File: config.mk
export PLATFORM = sky130hd
export DESIGN_NAME = boot_rom_arbiter_flat
export DESIGN_NICKNAME = d
export VERILOG_FILES = /design/src/rtl/boot_rom_arbiter_if.sv /design/src/rtl/boot_rom_arbiter.sv /design/src/flat_wrapper.sv
export SDC_FILE = /design/constraint.sdc
export NUM_CORES = 1
export LEC_CHECK = 0
export ABC_AREA = 1
export BUFFER_PORTS_ARGS = -buffer_cell sky130_fd_sc_hd__buf_2
export CAP_MARGIN = 5
export CORE_AREA = 2 2 71 73
export DETAILED_ROUTE_END_ITERATION = 8
export DIE_AREA = 0 0 73 75
export MAX_ROUTING_LAYER = met4
export PLACE_DENSITY = 0.72
export SKIP_CTS_REPAIR_TIMING = 1
export SYNTH_ARGS = -nofsm -noshare
export SYNTH_HDL_FRONTEND = slang
export SYNTH_SLANG_ARGS = --single-unit
export TNS_END_PERCENT = 30
File: constraint.sdc
create_clock -name clk -period 1.4 [get_ports clk]
set_input_delay 0.28 -clock clk [delete_from_list [all_inputs] [get_ports clk]]
set_output_delay 0.28 -clock clk [all_outputs]
set_load 0.02 [all_outputs]
File: src/rtl/boot_rom_arbiter_if.sv
// Boot ROM arbiter bus bundle: two requester ports (P0 instruction, P1
// data/debug) using req/gnt/rvalid, plus the synchronous boot ROM side.
//   slave  : arbiter view (takes requests and ROM data, drives grants,
//            responses and the ROM enable/address)
//   master : requester/ROM view (mirror of slave)
interface boot_rom_arbiter_if #(
    parameter int unsigned ADDR_WIDTH = 12,
    parameter int unsigned DATA_WIDTH = 32
);
    logic                  p0_req_i;
    logic [31:0]           p0_addr_i;
    logic                  p0_gnt_o;
    logic                  p0_rvalid_o;
    logic [DATA_WIDTH-1:0] p0_rdata_o;
    logic                  p0_err_o;

    logic                  p1_req_i;
    logic                  p1_we_i;
    logic [31:0]           p1_addr_i;
    logic                  p1_gnt_o;
    logic                  p1_rvalid_o;
    logic [DATA_WIDTH-1:0] p1_rdata_o;
    logic                  p1_err_o;

    logic                  rom_en_o;
    logic [ADDR_WIDTH-1:0] rom_addr_o;
    logic [DATA_WIDTH-1:0] rom_rdata_i;

    modport slave (
        input  p0_req_i, p0_addr_i,
        input  p1_req_i, p1_we_i, p1_addr_i,
        input  rom_rdata_i,
        output p0_gnt_o, p0_rvalid_o, p0_rdata_o, p0_err_o,
        output p1_gnt_o, p1_rvalid_o, p1_rdata_o, p1_err_o,
        output rom_en_o, rom_addr_o
    );

    modport master (
        output p0_req_i, p0_addr_i,
        output p1_req_i, p1_we_i, p1_addr_i,
        output rom_rdata_i,
        input  p0_gnt_o, p0_rvalid_o, p0_rdata_o, p0_err_o,
        input  p1_gnt_o, p1_rvalid_o, p1_rdata_o, p1_err_o,
        input  rom_en_o, rom_addr_o
    );
endinterface

File: src/rtl/boot_rom_arbiter.sv
// Boot ROM arbiter: shares a single-ported synchronous boot ROM between the
// core instruction port (P0) and the data/debug port (P1). Round-robin,
// one access per cycle, fixed one-cycle read latency. P1 writes and
// out-of-window accesses are granted but answered with an error.
// Ports:
//   clk  - single clock, rising edge
//   rst  - synchronous reset, active-high
//   bus  - boot_rom_arbiter_if.slave (P0/P1 req/gnt/rvalid, ROM en/addr/data)
module boot_rom_arbiter #(
    parameter int unsigned ADDR_WIDTH = 12,
    parameter int unsigned DATA_WIDTH = 32,
    parameter logic [31:0] ROM_BASE   = 32'h0000_8000
) (
    input  logic                     clk,
    input  logic                     rst,
    boot_rom_arbiter_if.slave        bus
);
    localparam int unsigned TAG_WIDTH = 32 - ADDR_WIDTH;
    localparam logic [TAG_WIDTH-1:0] ROM_TAG = ROM_BASE[31:ADDR_WIDTH];

    typedef enum logic {
        PORT0 = 1'b0,
        PORT1 = 1'b1
    } port_e;

    port_e       rr_last_q,    rr_last_d;
    port_e       resp_owner_q, resp_owner_d;
    logic        resp_valid_q, resp_valid_d;
    logic        resp_err_q,   resp_err_d;

    logic        gnt0;
    logic        gnt1;
    logic        gnt_any;
    port_e       gnt_port;
    logic [31:0] gnt_addr;
    logic        gnt_legal;
    logic        resp_live;

    // Arbitration: a tie goes to the port that was not granted last.
    // Nothing is granted while reset is asserted.
    always_comb begin
        gnt0 = 1'b0;
        gnt1 = 1'b0;
        if (!rst) begin
            if (bus.p0_req_i && bus.p1_req_i) begin
                if (rr_last_q == PORT1) begin
                    gnt0 = 1'b1;
                end else begin
                    gnt1 = 1'b1;
                end
            end else begin
                gnt0 = bus.p0_req_i;
                gnt1 = bus.p1_req_i;
            end
        end
        gnt_any   = gnt0 | gnt1;
        gnt_port  = gnt1 ? PORT1 : PORT0;
        gnt_addr  = gnt1 ? bus.p1_addr_i : bus.p0_addr_i;
        gnt_legal = (gnt_addr[31:ADDR_WIDTH] == ROM_TAG) && !(gnt1 && bus.p1_we_i);
    end

    // State register.
    always_ff @(posedge clk) begin
        if (rst) begin
            rr_last_q    <= PORT1;
            resp_valid_q <= 1'b0;
            resp_owner_q <= PORT0;
            resp_err_q   <= 1'b0;
        end else begin
            rr_last_q    <= rr_last_d;
            resp_valid_q <= resp_valid_d;
            resp_owner_q <= resp_owner_d;
            resp_err_q   <= resp_err_d;
        end
    end

    // Next state: every grant schedules exactly one response next cycle.
    always_comb begin
        rr_last_d    = rr_last_q;
        resp_valid_d = 1'b0;
        resp_owner_d = resp_owner_q;
        resp_err_d   = 1'b0;
        if (gnt_any) begin
            rr_last_d    = gnt_port;
            resp_valid_d = 1'b1;
            resp_owner_d = gnt_port;
            resp_err_d   = !gnt_legal;
        end
    end

    // Grant and ROM access in the request cycle.
    always_comb begin
        bus.p0_gnt_o   = gnt0;
        bus.p1_gnt_o   = gnt1;
        bus.rom_en_o   = gnt_any && gnt_legal;
        bus.rom_addr_o = bus.rom_en_o ? gnt_addr[ADDR_WIDTH-1:0] : ADDR_WIDTH'(0);
    end

    // Response steering; ROM data passes straight through on a legal read.
    // Asserting reset suppresses a pending response immediately.
    always_comb begin
        resp_live       = resp_valid_q && !rst;
        bus.p0_rvalid_o = resp_live && (resp_owner_q == PORT0);
        bus.p1_rvalid_o = resp_live && (resp_owner_q == PORT1);
        bus.p0_err_o    = bus.p0_rvalid_o && resp_err_q;
        bus.p1_err_o    = bus.p1_rvalid_o && resp_err_q;
        bus.p0_rdata_o  = (bus.p0_rvalid_o && !resp_err_q) ? bus.rom_rdata_i : DATA_WIDTH'(0);
        bus.p1_rdata_o  = (bus.p1_rvalid_o && !resp_err_q) ? bus.rom_rdata_i : DATA_WIDTH'(0);
    end
endmodule

File: src/flat_wrapper.sv
// flat-port wrapper written by rule: the top's interface ports become plain ports
module boot_rom_arbiter_flat 
#(
    parameter int unsigned ADDR_WIDTH = 12,
    parameter int unsigned DATA_WIDTH = 32,
    parameter logic [31:0] ROM_BASE   = 32'h0000_8000
)
  (clk, rst, bus_p0_req_i, bus_p0_addr_i, bus_p1_req_i, bus_p1_we_i, bus_p1_addr_i, bus_rom_rdata_i, bus_p0_gnt_o, bus_p0_rvalid_o, bus_p0_rdata_o, bus_p0_err_o, bus_p1_gnt_o, bus_p1_rvalid_o, bus_p1_rdata_o, bus_p1_err_o, bus_rom_en_o, bus_rom_addr_o);
  boot_rom_arbiter_if #(.ADDR_WIDTH(ADDR_WIDTH), .DATA_WIDTH(DATA_WIDTH)) bus_i ();
  input  logic clk;
  input  logic rst;
  input wire logic [$bits(bus_i.p0_req_i)-1:0] bus_p0_req_i;
  input wire logic [$bits(bus_i.p0_addr_i)-1:0] bus_p0_addr_i;
  input wire logic [$bits(bus_i.p1_req_i)-1:0] bus_p1_req_i;
  input wire logic [$bits(bus_i.p1_we_i)-1:0] bus_p1_we_i;
  input wire logic [$bits(bus_i.p1_addr_i)-1:0] bus_p1_addr_i;
  input wire logic [$bits(bus_i.rom_rdata_i)-1:0] bus_rom_rdata_i;
  output wire logic [$bits(bus_i.p0_gnt_o)-1:0] bus_p0_gnt_o;
  output wire logic [$bits(bus_i.p0_rvalid_o)-1:0] bus_p0_rvalid_o;
  output wire logic [$bits(bus_i.p0_rdata_o)-1:0] bus_p0_rdata_o;
  output wire logic [$bits(bus_i.p0_err_o)-1:0] bus_p0_err_o;
  output wire logic [$bits(bus_i.p1_gnt_o)-1:0] bus_p1_gnt_o;
  output wire logic [$bits(bus_i.p1_rvalid_o)-1:0] bus_p1_rvalid_o;
  output wire logic [$bits(bus_i.p1_rdata_o)-1:0] bus_p1_rdata_o;
  output wire logic [$bits(bus_i.p1_err_o)-1:0] bus_p1_err_o;
  output wire logic [$bits(bus_i.rom_en_o)-1:0] bus_rom_en_o;
  output wire logic [$bits(bus_i.rom_addr_o)-1:0] bus_rom_addr_o;
  assign bus_i.p0_req_i = bus_p0_req_i;
  assign bus_i.p0_addr_i = bus_p0_addr_i;
  assign bus_i.p1_req_i = bus_p1_req_i;
  assign bus_i.p1_we_i = bus_p1_we_i;
  assign bus_i.p1_addr_i = bus_p1_addr_i;
  assign bus_i.rom_rdata_i = bus_rom_rdata_i;
  assign bus_p0_gnt_o = bus_i.p0_gnt_o;
  assign bus_p0_rvalid_o = bus_i.p0_rvalid_o;
  assign bus_p0_rdata_o = bus_i.p0_rdata_o;
  assign bus_p0_err_o = bus_i.p0_err_o;
  assign bus_p1_gnt_o = bus_i.p1_gnt_o;
  assign bus_p1_rvalid_o = bus_i.p1_rvalid_o;
  assign bus_p1_rdata_o = bus_i.p1_rdata_o;
  assign bus_p1_err_o = bus_i.p1_err_o;
  assign bus_rom_en_o = bus_i.rom_en_o;
  assign bus_rom_addr_o = bus_i.rom_addr_o;
  boot_rom_arbiter #(.ADDR_WIDTH(ADDR_WIDTH), .DATA_WIDTH(DATA_WIDTH), .ROM_BASE(ROM_BASE)) u_core (.clk(clk), .rst(rst), .bus(bus_i));
endmodule
==> results summary <==
The data arrival time of the critical path came out at 1.53 ns. Power spread over the standard cell area amounts to 305 mW/mm2. sky130_fd_sc_hd__nor2_1 is the most common cell in the netlist. Once the floorplan was initialized, standard cells occupied 22.9% of the core.

The horizontal die dimension came out at 73 um. The synthesized-area fraction occupied by ao, oa, aoi and oai cells is 2.11%. The worst-case headroom to the max-slew limit came out at 85.2%. After floorplanning, the core was divided into 25 placement rows. The count of synthesis-stage warnings from yosys is 0. The fraction of the core area covered by cells at the end of the flow came out at 68.3%. The actual transition at the worst max-transition pin is 0.221 ns. The primary flip-flop cell chosen by synthesis mapping is sky130_fd_sc_hd__dfxtp_1. The final-report max-slew violation count is 0. The critical setup path kind is reg -> out. The synthesized netlist cell count is 240. The number of placed I/O pins is 184. The cell internal power dissipation is 0.579 mW. The flow ran to the end, but the final reports show violations. The number of antenna violations at the first check in global routing is 0. The share of power burned in combinational logic came out at 61.1%.

On the worst path, the slowest cell contributes a delay of 0.32 ns. The number of nets in the synthesized netlist is 341. The overall die height came out at 75 um. The average instance in the mapped netlist occupies 4.44 um2. The port buffer count came out at 183.

The share of final-layout standard cells stronger than drive strength 1 came out at 68.7%. CTS placed an instance of sky130_fd_sc_hd__clkbuf_8 at the clock tree root. The DRC violation count after routing is 0.

The first global-routing pass estimated 7160 um of wire. The worst hold slack across all endpoints came out at 0.350 ns. Summed over all nets, the switching power comes to 0.393 mW.

The area added between synthesis and finish came out at 199%. The smallest clock period supported by the final layout is computed as 1.81 ns. The post-synthesis share of cell area spent on and, or, nand and nor gates came out at 64.4%. The number of hold violations in the final report came out at 0. The clock-pin slew of the registers on the worst-case setup and hold paths is 0.04 ns. After synthesis, the largest family of logic cells by area is simple AND/OR/NAND/NOR gates. The CTS tree is built.

Of the post-synthesis cell area, the dominant cell type holds 31.7%. The portion of the post-synthesis area used by sequential elements came out at 7.51%. The slowest stage of the critical path is the sky130_fd_sc_hd__dfxtp_2 cell.

The worst setup path is captured at an output port. The number of distinct standard cells referenced by the synthesized netlist came out at 18. The routed length per placed instance is 12.3 um. In this run switching power makes up 40.4% of total power. In this run the remaining antenna-violating nets after routing total 0.

The share of the clock period used by the worst path after layout came out at 130%. The worst-skew pair later-pin latency came out at 0.22 ns. The minimum setup slack in the final design came out at -0.414 ns. The CTS sink count is 4. The layout net count came out at 544.

The required time of the critical path came out at 1.12 ns. The mean number of vias per cell came out at 4.24. The H-tree depth reported by CTS came out at 1. The leakage dissipation is 1.77 nW. The number of detailed-routing iterations run before antenna repair is 4. The total track usage is 16.5%. The final reports fail on negative setup slack. The first routing iteration left 42 violations. The core region is 0.00466 mm2. The signal on the critical path passes through nand2_2 > nand2_2 > nor2_4 > buf_4 > nand2_1 > nand2_2 > inv_2 > nand3_4 > clkbuf_16 > nor2_4 > buf_6. The synthesized design contains 0 enable-type register cells. The summed instance area of the synthesized netlist came out at 0.00107 mm2.

The fmax is 551 MHz. The tool flagged a number of max-cap violations equal to 0. Summed over all layers, the routed wires come to 6080 um. The sum of overflow across all layers after global routing came out at 0. The via total after detailed routing is 2,104. The path class of the tightest hold or removal check is in -> reg. Setup repair after global routing could not meet its margin everywhere. Setup violations remaining at the end of the flow were counted as 81. The post-synthesis adder-cell area fraction came out at 0%.

The floorplan step defined a die boundary enclosing 0.00548 mm2. The share of total power in the clock network is 25.6%. The weighted congestion reported at the end of routability-driven placement is 0.811.

Multiplexer cells account for 0% of the synthesized area. The number of global-route vias before repair came out at 1,728. The final setup skew is 0.00861 ns.

The worst-case IR drop observed on VDD is 0.486 mV. The share of power burned in registers is 13.3%. The worst setup path is launched from a register.

The cell that appears most often on the critical path is sky130_fd_sc_hd__nand2_2. Entering global routing, the biggest net connects 33 pins. Clock tree synthesis inserted a total of 3 buffers. The share of async-settable or async-resettable flops after synthesis is 0%. In this run the worst path has a maximum fanout of 6. The number of buffers on the longest clock path came out at 2. Once detailed placement completed, the half-perimeter wirelength came to 4160 um. The largest total area in the synthesized netlist belongs to sky130_fd_sc_hd__nor2_1.

Yosys attributes the largest share of cell area to sky130_fd_sc_hd__nor2_1, sky130_fd_sc_hd__inv_1, sky130_fd_sc_hd__nand2_1, sky130_fd_sc_hd__dfxtp_1, sky130_fd_sc_hd__nor2_2. Counting instances in the post-synthesis netlist gives the leading cell types as sky130_fd_sc_hd__nor2_1, sky130_fd_sc_hd__inv_1, sky130_fd_sc_hd__nand2_1. The parity-gate share of the synthesized area counting xor and xnor cells is 0%.

Counting flops and latches in the post-synthesis netlist gives 4.
## path summary, 6_finish.rpt
kind                          from                  end  slack (ns)  depth (start not counted)
hold reg to reg   u_core.rr_last_q     u_core.rr_last_q        0.57                          3
hold / removal                 rst  u_core.resp_owner_q        0.35                          2
setup reg to reg  u_core.rr_last_q    u_core.resp_err_q        0.25                          9
setup / recovery  u_core.rr_last_q    bus_rom_addr_o[6]       -0.41                         11
## sequential cells by signal, summed over array words and instances (netlist names)
register,count
u_core.resp_err_q,1
u_core.resp_owner_q,1
u_core.resp_valid_q,1
u_core.rr_last_q,1
## power groups by stage
| stage | sequential, mW | combinational, mW | clock [mW] |
|---|---|---|---|
| after floorplan | 0.130 | 0.290 | 0 |
| after global placement | 0.130 | 0.508 | 0 |
| after detailed placement | 0.130 | 0.516 | 0 |
| after CTS | 0.128 | 0.517 | 0.251 |
| after global routing | 0.131 | 0.650 | 0.260 |
| final | 0.130 | 0.593 | 0.248 |
## worst max-delay path, delay by kind of cell (launching register included)
family                 cells  cell delay (ns)
buffers and inverters      4             0.51
AND/OR/NAND/NOR            7             0.50
flip-flops                 1             0.32
## routing by layer
layer / global-route usage (%) / share of wire (%) / up-vias
met5: - / 0 / -
li1: - / - / 1076
met2: 31.5 / 56 / 118
met4: 1.03 / 1.2 / 0
met1: 17.4 / 34 / 898
met3: 4.82 / 8.7 / 12
## layout by cell type (no fill, tap or decap), drive strengths merged
cell	instances
nor4	2
o21ai	1
clkbuf	5
nor2	100
a21oi	2
inv	57
diode	1
nor3	3
buf	206
o31ai	1
nand3	5
or2	1
dfxtp	4
nand2	54
## area by class of cell
type | count | area (um2)
Antenna cell | 1 | 2.50
Clock buffer | 3 | 41.3
Fill cell | 371 | 1480
Inverter | 57 | 216
Multi-Input combinational cell | 169 | 1120
Sequential cell | 4 | 85.1
Tap cell | 54 | 67.6
Timing Repair Buffer | 208 | 1650
## kinds of logic (layout without fill, tap and decap cells)
family                 count (synthesis)  after routing
buffers and inverters                 67            268
other                                  0              1
AO/OA/AOI/OAI                          4              4
flip-flops                             4              4
AND/OR/NAND/NOR                      165            165
## per-stage QoR
| stage | area, um2 | setup TNS (ns) | power, mW | cells | worst slack, ns |
|---|---|---|---|---|---|
| after floorplan | 1500 | -8.44 | 0.420 | 240 | -0.144 |
| after global placement | 2550 | -15.11 | 0.638 | 487 | -0.274 |
| after detailed placement | 2550 | -16.45 | 0.646 | 487 | -0.316 |
| after CTS | 2590 | -20.57 | 0.897 | 490 | -0.458 |
| after global routing | 3180 | -23.17 | 1.04 | 495 | -0.506 |
| final | 3180 | -18.04 | 0.971 | 496 | -0.414 |
Power figures use the tool's default switching activity.
